==> src/rtl/aes_block_packer.sv <==
`default_nettype none
// ============================================================================
// Module      : aes_block_packer
// Description : Packs a byte stream into BLOCK_BYTES plaintext blocks for the
//               AES encryptor; pads the final block of each message.
//               Define AES_PAD_PKCS7_EN for PKCS#7 padding (zero padding otherwise).
// Revision    : 1.0 - initial release
// ============================================================================
module aes_block_packer #(
   parameter int BLOCK_BYTES = 16,
   parameter int CNT_W       = 16
) (
   input  logic                     clk,
   input  logic                     rst_n,
   input  logic [7:0]               s_data,
   input  logic                     s_valid,
   input  logic                     s_last,
   output logic                     s_ready,
   output logic [8*BLOCK_BYTES-1:0] m_block,
   output logic                     m_valid,
   output logic                     m_last,
   input  logic                     m_ready,
   output logic [CNT_W-1:0]         blk_count
);

   typedef enum logic [1:0] {
      ST_FILL = 2'd0,
      ST_PAD  = 2'd1,
      ST_HOLD = 2'd2
   } state_t;

   localparam logic [7:0] c_bb = 8'(BLOCK_BYTES);

   state_t     r_state;
   logic [7:0] r_cnt;
   logic       r_pend;
   logic [7:0] w_pad;

`ifdef AES_PAD_PKCS7_EN
   assign w_pad = c_bb - r_cnt;
`else
   assign w_pad = 8'h00;
`endif

   always_ff @(posedge clk or negedge rst_n) begin
      if (!rst_n) begin
         r_state   <= ST_FILL;
         r_cnt     <= 8'd0;
         r_pend    <= 1'b0;
         s_ready   <= 1'b0;
         m_valid   <= 1'b0;
         m_last    <= 1'b0;
         m_block   <= '0;
         blk_count <= '0;
      end else begin
         case (r_state)
            ST_FILL: begin
               if (s_valid && s_ready) begin
                  // Byte k lands in the k-th most significant byte lane.
                  for (int i = 0; i < BLOCK_BYTES; i++) begin
                     if (8'(i) == r_cnt) begin
                        m_block[8*(BLOCK_BYTES-i)-1 -: 8] <= s_data;
                     end
                  end
                  r_cnt <= r_cnt + 8'd1;
                  if (r_cnt == c_bb - 8'd1) begin
                     r_state <= ST_HOLD;
                     s_ready <= 1'b0;
                     m_valid <= 1'b1;
`ifdef AES_PAD_PKCS7_EN
                     r_pend  <= s_last;
`else
                     m_last  <= s_last;
`endif
                  end else if (s_last) begin
                     r_state <= ST_PAD;
                     s_ready <= 1'b0;
                  end
               end else begin
                  s_ready <= 1'b1;
               end
            end

            ST_PAD: begin
               for (int i = 0; i < BLOCK_BYTES; i++) begin
                  if (8'(i) >= r_cnt) begin
                     m_block[8*(BLOCK_BYTES-i)-1 -: 8] <= w_pad;
                  end
               end
               m_last  <= 1'b1;
               m_valid <= 1'b1;
               r_state <= ST_HOLD;
            end

            ST_HOLD: begin
               if (m_valid && m_ready) begin
                  blk_count <= blk_count + CNT_W'(1);
                  m_valid   <= 1'b0;
                  r_cnt     <= 8'd0;
                  if (r_pend) begin
                     // Aligned message: follow with a whole block of padding.
                     m_block <= {BLOCK_BYTES{c_bb}};
                     r_pend  <= 1'b0;
                     m_last  <= 1'b1;
                  end else begin
                     m_last  <= 1'b0;
                     r_state <= ST_FILL;
                     s_ready <= 1'b1;
                  end
               end else if (!m_valid) begin
                  m_valid <= 1'b1;
               end
            end

            default: begin
               r_state <= ST_FILL;
               s_ready <= 1'b0;
               m_valid <= 1'b0;
               m_last  <= 1'b0;
            end
         endcase
      end
   end

endmodule
`default_nettype wire
==> config.mk <==
export PLATFORM = sky130hd
export DESIGN_NAME = aes_block_packer
export DESIGN_NICKNAME = d
export VERILOG_FILES = /design/src/rtl/aes_block_packer.sv
export SDC_FILE = /design/constraint.sdc
export NUM_CORES = 1
export LEC_CHECK = 0
export BUFFER_PORTS_ARGS = -buffer_cell sky130_fd_sc_hd__buf_2
export CAP_MARGIN = 20
export CORE_MARGIN = 4
export CORE_UTILIZATION = 58
export DETAILED_ROUTE_END_ITERATION = 10
export PLACE_DENSITY = 0.86
export SETUP_SLACK_MARGIN = 0.3
export SYNTH_ARGS = -nofsm -noshare
export SYNTH_HDL_FRONTEND = slang
export SYNTH_SLANG_ARGS = --single-unit
==> constraint.sdc <==
create_clock -name clk -period 5.4 [get_ports clk]
set_input_delay 0 -clock clk [delete_from_list [all_inputs] [get_ports clk]]
set_output_delay 0 -clock clk [all_outputs]
set_load 0.005 [all_outputs]
Yosys cells after proc, flatten, opt, wreduce, memory -nomap -nowiden
Cells that the tools add are included.

Multiplexer cells: 55. Eq/ne operators: 55. $lt $le $gt $ge: 16. Multipliers: 0. Shift operators: 0. Bitwise logic cells: 2. Reductions and logical operators: 28. Divide/modulo/power cells: 0. Add/sub/neg operators: 2.

Operators by type and width (number): 8-bit 2-to-1 mux (34); 128-bit case mux with 2 select lines (1); 128-bit 2-to-1 mux (1); 6-bit AND reduction (16); 2-bit != test, second input constant (35); 4-bit by 8-bit equality test with 1-bit output, first input constant (8); 4-bit by 8-bit >= comparator with 1-bit output, first input constant (8); 3-bit by 8-bit equality test with 1-bit output, first input constant (4); 3-bit by 8-bit >= comparator with 1-bit output, first input constant (4); 16-bit by 1-bit adder with 16-bit output, second input constant (1); 2-bit by 8-bit equality test with 1-bit output, first input constant (2); 1-bit by 8-bit >= comparator with 1-bit output, first input constant (2); 2-bit by 8-bit >= comparator with 1-bit output, first input constant (2); 8-bit case mux with 2 select lines (1); 3-bit AND reduction (4); 1-bit 2-to-1 mux (10); 1-bit case mux with 3 select lines (3); 8-bit by 1-bit adder with 8-bit output, second input constant (1); 1-bit by 8-bit equality test with 1-bit output, first input constant (1); 8-bit by 4-bit equality test with 1-bit output, second input constant (1); 8-bit zero test (1); 2-bit 2-to-1 mux (4); 2-bit case mux with 3 select lines (1); 4-bit != test, second input constant (1); 9 further kinds (12).

Memory bits (read-only): 0. Logic and storage cells: 180. Output and inout bits: 147. Input port bits: 13. RAM bits: 0. Memories kept: 0. Bits in registers: 157. Bits in latches: 0.

Depth between registers and ports, before layout
Gate-level depths: netlist of run 1.

Depth in word-level cells: 4. Gate-level depth with buffers: 8. Mapped depth without buffers: 6.

Worst setup path before layout of run 1
No wires, ideal clock.

Path kind: flip-flop to flip-flop. Start: reg r_cnt[7]. End: reg m_block[32]. Data arrival time: 2.287 ns. Setup time: 0.125 ns. Period minus slack after synthesis: 2.412 ns. Data required time: 5.275 ns. Path buffers: 3. Stages on the path, launching flop included: 8. Slack: 2.988 ns. Cells stage by stage: dfrtp_1 or4_1 buf_2 or3_1 buf_6 or3_4 buf_6 mux2_4.

Longest elaborated chain between the ends: 3. Elaborated cells between the ends (all ways): 5. Those cells by class: order compare (1); eq/ne (3); reduce/logical (1).

Ends and longest elaborated chain: from (decl) (line 35) `logic [7:0] r_cnt;`; from (signal assigned) (line 65) `r_cnt <= r_cnt + 8'd1;`; 4-bit by 8-bit >= comparator with 1-bit output or 4-bit by 8-bit equality test with 1-bit output (tied branches) (line 86, 61); 2-bit != test (no source line); 6-bit AND reduction (no source line) *; to (signal, indexed assignment) (line 62) `m_block[8*(BLOCK_BYTES-i)-1 -: 8] <= s_data;`; to (signal, indexed assignment) (line 87) `m_block[8*(BLOCK_BYTES-i)-1 -: 8] <= w_pad;`; to (signal assigned) (line 102) `m_block <= {BLOCK_BYTES{c_bb}};`; to (decl) (line 19) `output logic [8*BLOCK_BYTES-1:0] m_block,`.

Mark *: on every way between the ends. The rest lies on a longest branch, timed or not. A chain may end at the register's enable or synchronous reset.

Worst setup path after layout of run 1
Start: reg r_cnt[7]. End: reg m_block[52].

Same word-level chain as after synthesis.

==> run metrics, run 1 <==
initial antenna violation count 0; Routed Antenna Nets 0; Max VDD drop 0.383 mV; grt ovf 0; Post-CTS Setup Repair Bufs 0; Net Sw Frac 0.314; crit start category flop; IO Pins 160; top post-synthesis cells by area dfrtp_1 59%, mux2_2 16%, mux2_4 3.6%, xnor2_1 1.7%, nand2_1 1.6%; top-area cell type share of the netlist area 0.593; port bufs 159; Vias 4623; Final min period 2.69 ns; Clock Pin Slew Worst Setup and Hold Paths 0.06 ns; Rows 38; final net count 668; largest net degree at the start of global routing 93; Worst Setup End Kind flop; combinational power share 0.325; worst hold path class in2reg; routed wire length 16400 um; switching pwr 1.53 mW; vias in the first global route 4883; Async SR Flop Fraction 1.00; Primary FF master, synth dfrtp_1; synthesized area per cell 13.6 sq um; worst path required time 5.70 ns; clock sink count 157; Worst Path Buf+Inv 0; chip height 115 um; outcome finished, final reports clean; first-pass iteration count of the detailed router 4; Syn Inst Count 487; Post-synth top cells 157 x dfrtp_1, 96 x mux2_2, 29 x nand2_1; Placed Cells 761; share of layout cells above drive strength 1 0.469; transition time at the pin with the least slew margin 0.916 ns; TNS Setup 0 ns; n_diodes 0; drt drc 0; Rel. slew slack 0.389; fin. max-slew vios 0; GPL Wtd Cong 0.851; CP Max Fanout 8; number of max-cap violations 0; Die Footprint 13200 sq um; global-route wire length before repair 26200 um; fmax 371 MHz; P per Cell Area 594 nW/um^2; Lkg Pwr 4.05 nW; dominant cell by count in the synthesized netlist dfrtp_1; TritonCTS Buffers 17; Fin Hold WS 0.0294 ns; Total GRT Usage 0.258; Cell Area, Synth 6630 sq um; clk_skew 0.0130 ns; Clock Path Buffers 2; EDFF count, synth 0; Initial Util 0.601; final hold violation count 0; Seq. cell area 3930 sq um; FILL cells 683; Total Power 4.88 mW; Vias/cell 5.76; area of the multi-input gates 2530 sq um; number of synthesized register bits 157; Seq/Total Area, Yosys 0.593; Slowest-stage cell, CP or4_1; critical path depth 4; clock network fraction of total power 0.257; CP cell instances or4_1, or3_1, or3b_1, mux2_4; area leader, netlist dfrtp_1; CORE AREA 11000 sq um; Final Setup Violations 0; register share of total power 0.418; crit-path max cell delay 0.67 ns; synth unique cells 53; delay-heaviest family, CP simple AND/OR/NAND/NOR gates; part of the cycle the worst path needs 0.499; CTS tree yes; Layout Cells excl Fill 803; syn_nets 504; die width 115 um; # H-tree levels 4; Root Buffer clkbuf_16; Crit Path Category reg2reg; Initial DRC Count 330; clock latency on the worst-skew pair 0.43 ns; worst r2r path cells 4; Yosys warning count 0; unrepaired setup endpoints after global routing no; Hold Crit Depth 5; CP arrival 2.99 ns; WL/cell 20.4 um; synthesis-to-finish area growth 24.0%; Pint 3.35 mW; hpwl dp 11200 um
==> per-stage QoR <==
stage,utilization,area (sq um),setup WS (ns)
2_1_floorplan,-,6630,2.99
3_3_place_gp,0.679,7490,2.80
3_5_place_dp,0.679,7490,2.73
4_1_cts,0.745,8210,2.71
5_1_grt,0.745,8220,2.65
6_report,0.745,8220,2.71
==> metal layers <==
metal	track usage	vias up	share of wire
li1	-	2072	-
met1	0.334	2366	0.40
met2	0.424	163	0.51
met3	0.0753	22	0.075
met4	0.0845	0	0.015
met5	0	-	0
==> timing repair <==
action,4_1_cts,5_1_grt
gates resized for setup,0,0
hold endpoints to repair,110,0
hold buffers,10,0
==> power groups by stage <==
stage	sequential (mW)	clock, mW	combinational, mW
after floorplan	2.00	0	0.867
after global placement	2.00	0	1.53
after detailed placement	2.04	0	1.59
after CTS	2.03	1.27	1.61
after global routing	2.10	1.33	1.74
final	2.04	1.25	1.59
==> cell usage in the layout (no fill, tap or decap), types with 3 or more instances in the layout <==
master,instances
a21oi_1,13
a221o_1,5
a22o_1,9
and2_1,8
and3_1,5
buf_2,158
bufinv_16,4
clkbuf_1,3
clkbuf_16,17
dfrtp_1,157
dlygate4sd3_1,10
ha_1,4
inv_1,12
mux2_2,96
mux2_4,16
nand2_1,29
nand2b_1,3
nand3_1,4
nand3b_1,3
nand4_1,5
nor2_1,12
nor2b_1,4
nor3_1,8
o21ai_0,7
o2bb2ai_1,9
or3_1,3
or4_1,3
xnor2_1,13
xor2_1,4
==> registers in the layout (all words and copies together) (netlist names) <==
name / flops
m_last: 1
m_block: 128
blk_count: 16
r_cnt: 8
r_state: 2
m_valid: 1
s_ready: 1
==> kinds of logic after synthesis <==
family,Yosys count,synth area share
AO/OA/AOI/OAI,57,0.0636
flip-flops,157,0.593
buffers and inverters,38,0.0253
multiplexers,113,0.201
adder cells (fa/ha/maj),4,0.00755
XOR/XNOR,17,0.0225
AND/OR/NAND/NOR,101,0.0874
==> worst paths after layout <==
path,from,endpoint,slack [ns]
setup reg to reg,r_cnt[7]$_DFFE_PN0P_,m_block[52]$_DFFE_PN0P_,2.71
min in group asynchronous,rst_n,blk_count[15]$_DFFE_PN0P_,0.21
hold / removal,s_valid,r_state[0]$_DFFE_PN0P_,0.03
setup / recovery,r_cnt[7]$_DFFE_PN0P_,m_block[52]$_DFFE_PN0P_,2.71
max in group asynchronous,rst_n,m_block[25]$_DFFE_PN0P_,3.86
hold reg to reg,blk_count[15]$_DFFE_PN0P_,blk_count[15]$_DFFE_PN0P_,0.48
==> tightest hold or removal path: cells and delay by family <==
family                 cells  cell delay (ns)
buffers and inverters      1             0.12
and+or+nand+nor            4             0.29
==> final cells by class <==
cell class	instances	share of cell area
timing repair buffer	171	0.111
clock inverter	9	0.0193
tap	140	0.0213
multi-input combinational	292	0.308
clock buffer	22	0.0565
sequential	157	0.478
inverter	12	0.00548
(Power assumes the default switching activity.)
==> inputs of run 2 (changes only) <==
Settings changed: ABC_AREA set to 1, CORE_UTILIZATION 58 to 49, PLACE_DENSITY 0.86 to 0.77.
Clock period 5.4 ns to 2.3 ns, I/O delays scaled along.
==> run metrics, run 2 <==
Fin Hold WS 0.0257 ns (was 0.0294 ns); vias in the first global route 5985 (was 4883); Largest register FFs 128 (unchanged); Max VDD drop 0.767 mV (was 0.383 mV); HP Start m_ready (was s_valid); Clock Path Buffers 2 (unchanged); Hold Crit Depth 5 (unchanged); outcome finished, final reports clean (unchanged); Routed Antenna Nets 0 (unchanged); number of max-cap violations 0 (unchanged); TNS Setup 0 ns (unchanged); global-route wire length before repair 30600 um (was 26200 um); grt ovf 0 (unchanged); CORE AREA 13500 sq um (was 11000 sq um); routed wire length 18900 um (was 16400 um); share of layout cells above drive strength 1 0.244 (was 0.469); Syn Inst Count 813 (was 487); Root Buffer clkbuf_16 (unchanged); first-pass iteration count of the detailed router 5 (was 4); Rows 42 (was 38); EDFF count, synth 0 (unchanged); CP Max Fanout 12 (was 8); Final Setup Violations 0 (unchanged); port bufs 159 (unchanged); number of synthesized register bits 157 (unchanged); P per Cell Area 1450 nW/um^2 (was 594 nW/um^2); TritonCTS Buffers 17 (unchanged); Yosys warning count 0 (unchanged); Total Power 12.6 mW (was 4.88 mW); final hold violation count 0 (unchanged); crit start category flop (unchanged); GPL Wtd Cong 0.875 (was 0.851); top post-synthesis cells by area dfrtp_1 57%, nand2_1 18%, nand3_1 5.9%, o21ai_0 4.1%, nor2_1 2.6% (was dfrtp_1 59%, mux2_2 16%, mux2_4 3.6%, xnor2_1 1.7%, nand2_1 1.6%); Vias/cell 5.27 (was 5.76); worst hold path class in2reg (unchanged); WL/cell 16.0 um (was 20.4 um); top-area cell type share of the netlist area 0.573 (was 0.593); register with the most flip-flops m_block (unchanged); fmax 536 MHz (was 371 MHz); FILL cells 1166 (was 683); reg-to-reg startpoint r_state[0]$_DFFE_PN0P_ (was r_cnt[7]$_DFFE_PN0P_); Async SR Flop Fraction 1.00 (unchanged); # H-tree levels 4 (unchanged); Vias 6216 (was 4623); Rel. slew slack 0.506 (was 0.389); drt drc 0 (unchanged); reg2reg end m_block[52]$_DFFE_PN0P_ (unchanged); Cell Area, Synth 6860 sq um (was 6630 sq um); Primary FF master, synth dfrtp_1 (unchanged); worst path required time 2.67 ns (was 5.70 ns); Seq. cell area 3930 sq um (about the same); Clock Pin Slew Worst Setup and Hold Paths 0.06 ns (about the same); area of the multi-input gates 2670 sq um (was 2530 sq um); worst r2r path cells 7 (was 4); Crit Path Category reg2reg (unchanged); fin. max-slew vios 0 (unchanged); area leader, netlist dfrtp_1 (unchanged); Total GRT Usage 0.241 (was 0.258); biggest registers after layout m_block (128), blk_count (16), r_cnt (8) (unchanged); clk_skew 0.00769 ns (was 0.0130 ns); part of the cycle the worst path needs 0.812 (was 0.499); Initial DRC Count 553 (was 330); synthesis-to-finish area growth 26.2% (was 24.0%); Die Footprint 16000 sq um (was 13200 sq um); Hold Path End blk_count[14]$_DFFE_PN0P_ (was r_state[0]$_DFFE_PN0P_); final net count 1007 (was 668); CP arrival 2.23 ns (was 2.99 ns); Lkg Pwr 4.89 nW (was 4.05 nW); hpwl dp 12700 um (was 11200 um); commonest cells after routing, fill and taps aside 322 x nand2_1, 158 x buf_2, 156 x dfrtp_1, 79 x nand3_1, 56 x o21ai_0 (was 158 x buf_2, 157 x dfrtp_1, 96 x mux2_2, 29 x nand2_1, 17 x clkbuf_16); Initial Util 0.510 (was 0.601); Post-synth top cells 324 x nand2_1, 157 x dfrtp_1, 81 x nand3_1 (was 157 x dfrtp_1, 96 x mux2_2, 29 x nand2_1); largest net degree at the start of global routing 79 (was 93); Worst Setup End Kind flop (unchanged); die width 126 um (was 115 um); dominant cell by count in the synthesized netlist nand2_1 (was dfrtp_1); commonest non-fill, non-tap cell in the layout nand2_1 (was buf_2); Core Util, Final 0.644 (was 0.745); synthesized area per cell 8.44 sq um (was 13.6 sq um); Seq/Total Area, Yosys 0.573 (was 0.593); clock latency on the worst-skew pair 0.43 ns (about the same); Final min period 1.87 ns (was 2.69 ns); syn_nets 830 (was 504); clock sink count 157 (unchanged); initial antenna violation count 0 (unchanged); chip height 126 um (was 115 um); CTS tree yes (unchanged); setup slack, reg-to-reg 0.43 ns (was 2.71 ns); n_diodes 0 (unchanged); synth unique cells 26 (was 53); transition time at the pin with the least slew margin 0.741 ns (was 0.916 ns); unrepaired setup endpoints after global routing no (unchanged); IO Pins 160 (unchanged)
==> run 2: cell types whose count changed in the layout (fill, tap and decap cells not counted), moves of 16 or more <==
cell     delta
inv_1      +26
mux2_2     -96
mux2_4     -16
nand2_1   +293
nand2_2    +17
nand3_1    +75
nand4_1    +19
nor2_1     +35
o21ai_0    +49
==> run 2: worst max-delay path: stages, from the launching register on <==
cell and delay, ns:
dfrtp_1 0.46, inv_2 0.17, nor2_2 0.08, inv_2 0.16, nand2_1 0.19, inv_1 0.48
nand4_1 0.17, nand2_1 0.09
==> run 2: stage by stage <==
stage	std cells	cell area, sq um	setup WS, ns
floorplan	813	6860	0.755
global placement	1137	7890	0.389
detailed placement	1137	7890	0.323
CTS	1176	8600	0.359
global route	1179	8660	0.289
finish	1179	8660	0.433
==> run 2: power by group <==
group / internal, mW / leakage, nW / switching (mW)
combinational: 1.81 / 2.53 / 3.28
sequential: 3.82 / 2.07 / 0.720
clock: 1.80 / 0.299 / 1.14
total: 7.43 / 4.89 / 5.15
==> run 2: area by class of cell <==
| class | instances | area share |
|---|---|---|
| sequential | 157 | 0.454 |
| multi-input combinational | 588 | 0.308 |
| timing repair buffer | 183 | 0.121 |
| clock buffer | 20 | 0.0539 |
| tap | 176 | 0.0254 |
| inverter | 43 | 0.0191 |
| clock inverter | 12 | 0.0182 |
==> run 2: cells by family (layout without fill, tap and decap cells) <==
family / Yosys count / after routing / share of synthesized area
simple gates: 508 / 508 / 0.316
flops: 157 / 157 / 0.573
compound gates: 68 / 68 / 0.0512
buf+inv: 68 / 258 / 0.0421
xor+xnor: 8 / 8 / 0.0102
fa+ha+maj: 4 / 4 / 0.00730
==> run 2: what timing repair did <==
action	4_1_cts	5_1_grt
setup endpoints to repair	7	59
cloned	1	0
setup buffers	0	2
gates resized for setup	0	9
pin swaps	0	1
hold buffers	6	1
endpoints found under the hold margin	87	1
==> run 2: metal layers <==
metal  share of wire  vias up  track usage
li1                -     2987            -
met1            0.44     2948        0.335
met2            0.47      254        0.376
met3           0.068       27       0.0563
met4           0.016        0       0.0839
met5               0        -            0
==> run 2: worst max-delay path by stage <==
stage                                start                       end  slack (ns)  cells after the start
finish              r_state[0]$_DFFE_PN0P_   m_block[52]$_DFFE_PN0P_        0.43                      7
global route        r_state[0]$_DFFE_PN0P_   m_block[77]$_DFFE_PN0P_        0.29                      8
CTS                 r_state[1]$_DFFE_PN0P_    m_block[0]$_DFFE_PN0P_        0.36                      8
detailed placement  r_state[1]$_DFFE_PN0P_  m_block[115]$_DFFE_PN0P_        0.32                      8
global placement    r_state[1]$_DFFE_PN0P_  m_block[113]$_DFFE_PN0P_        0.39                      8
floorplan             r_cnt[0]$_DFFE_PN0P_   m_block[24]$_DFFE_PN0P_        0.75                      9
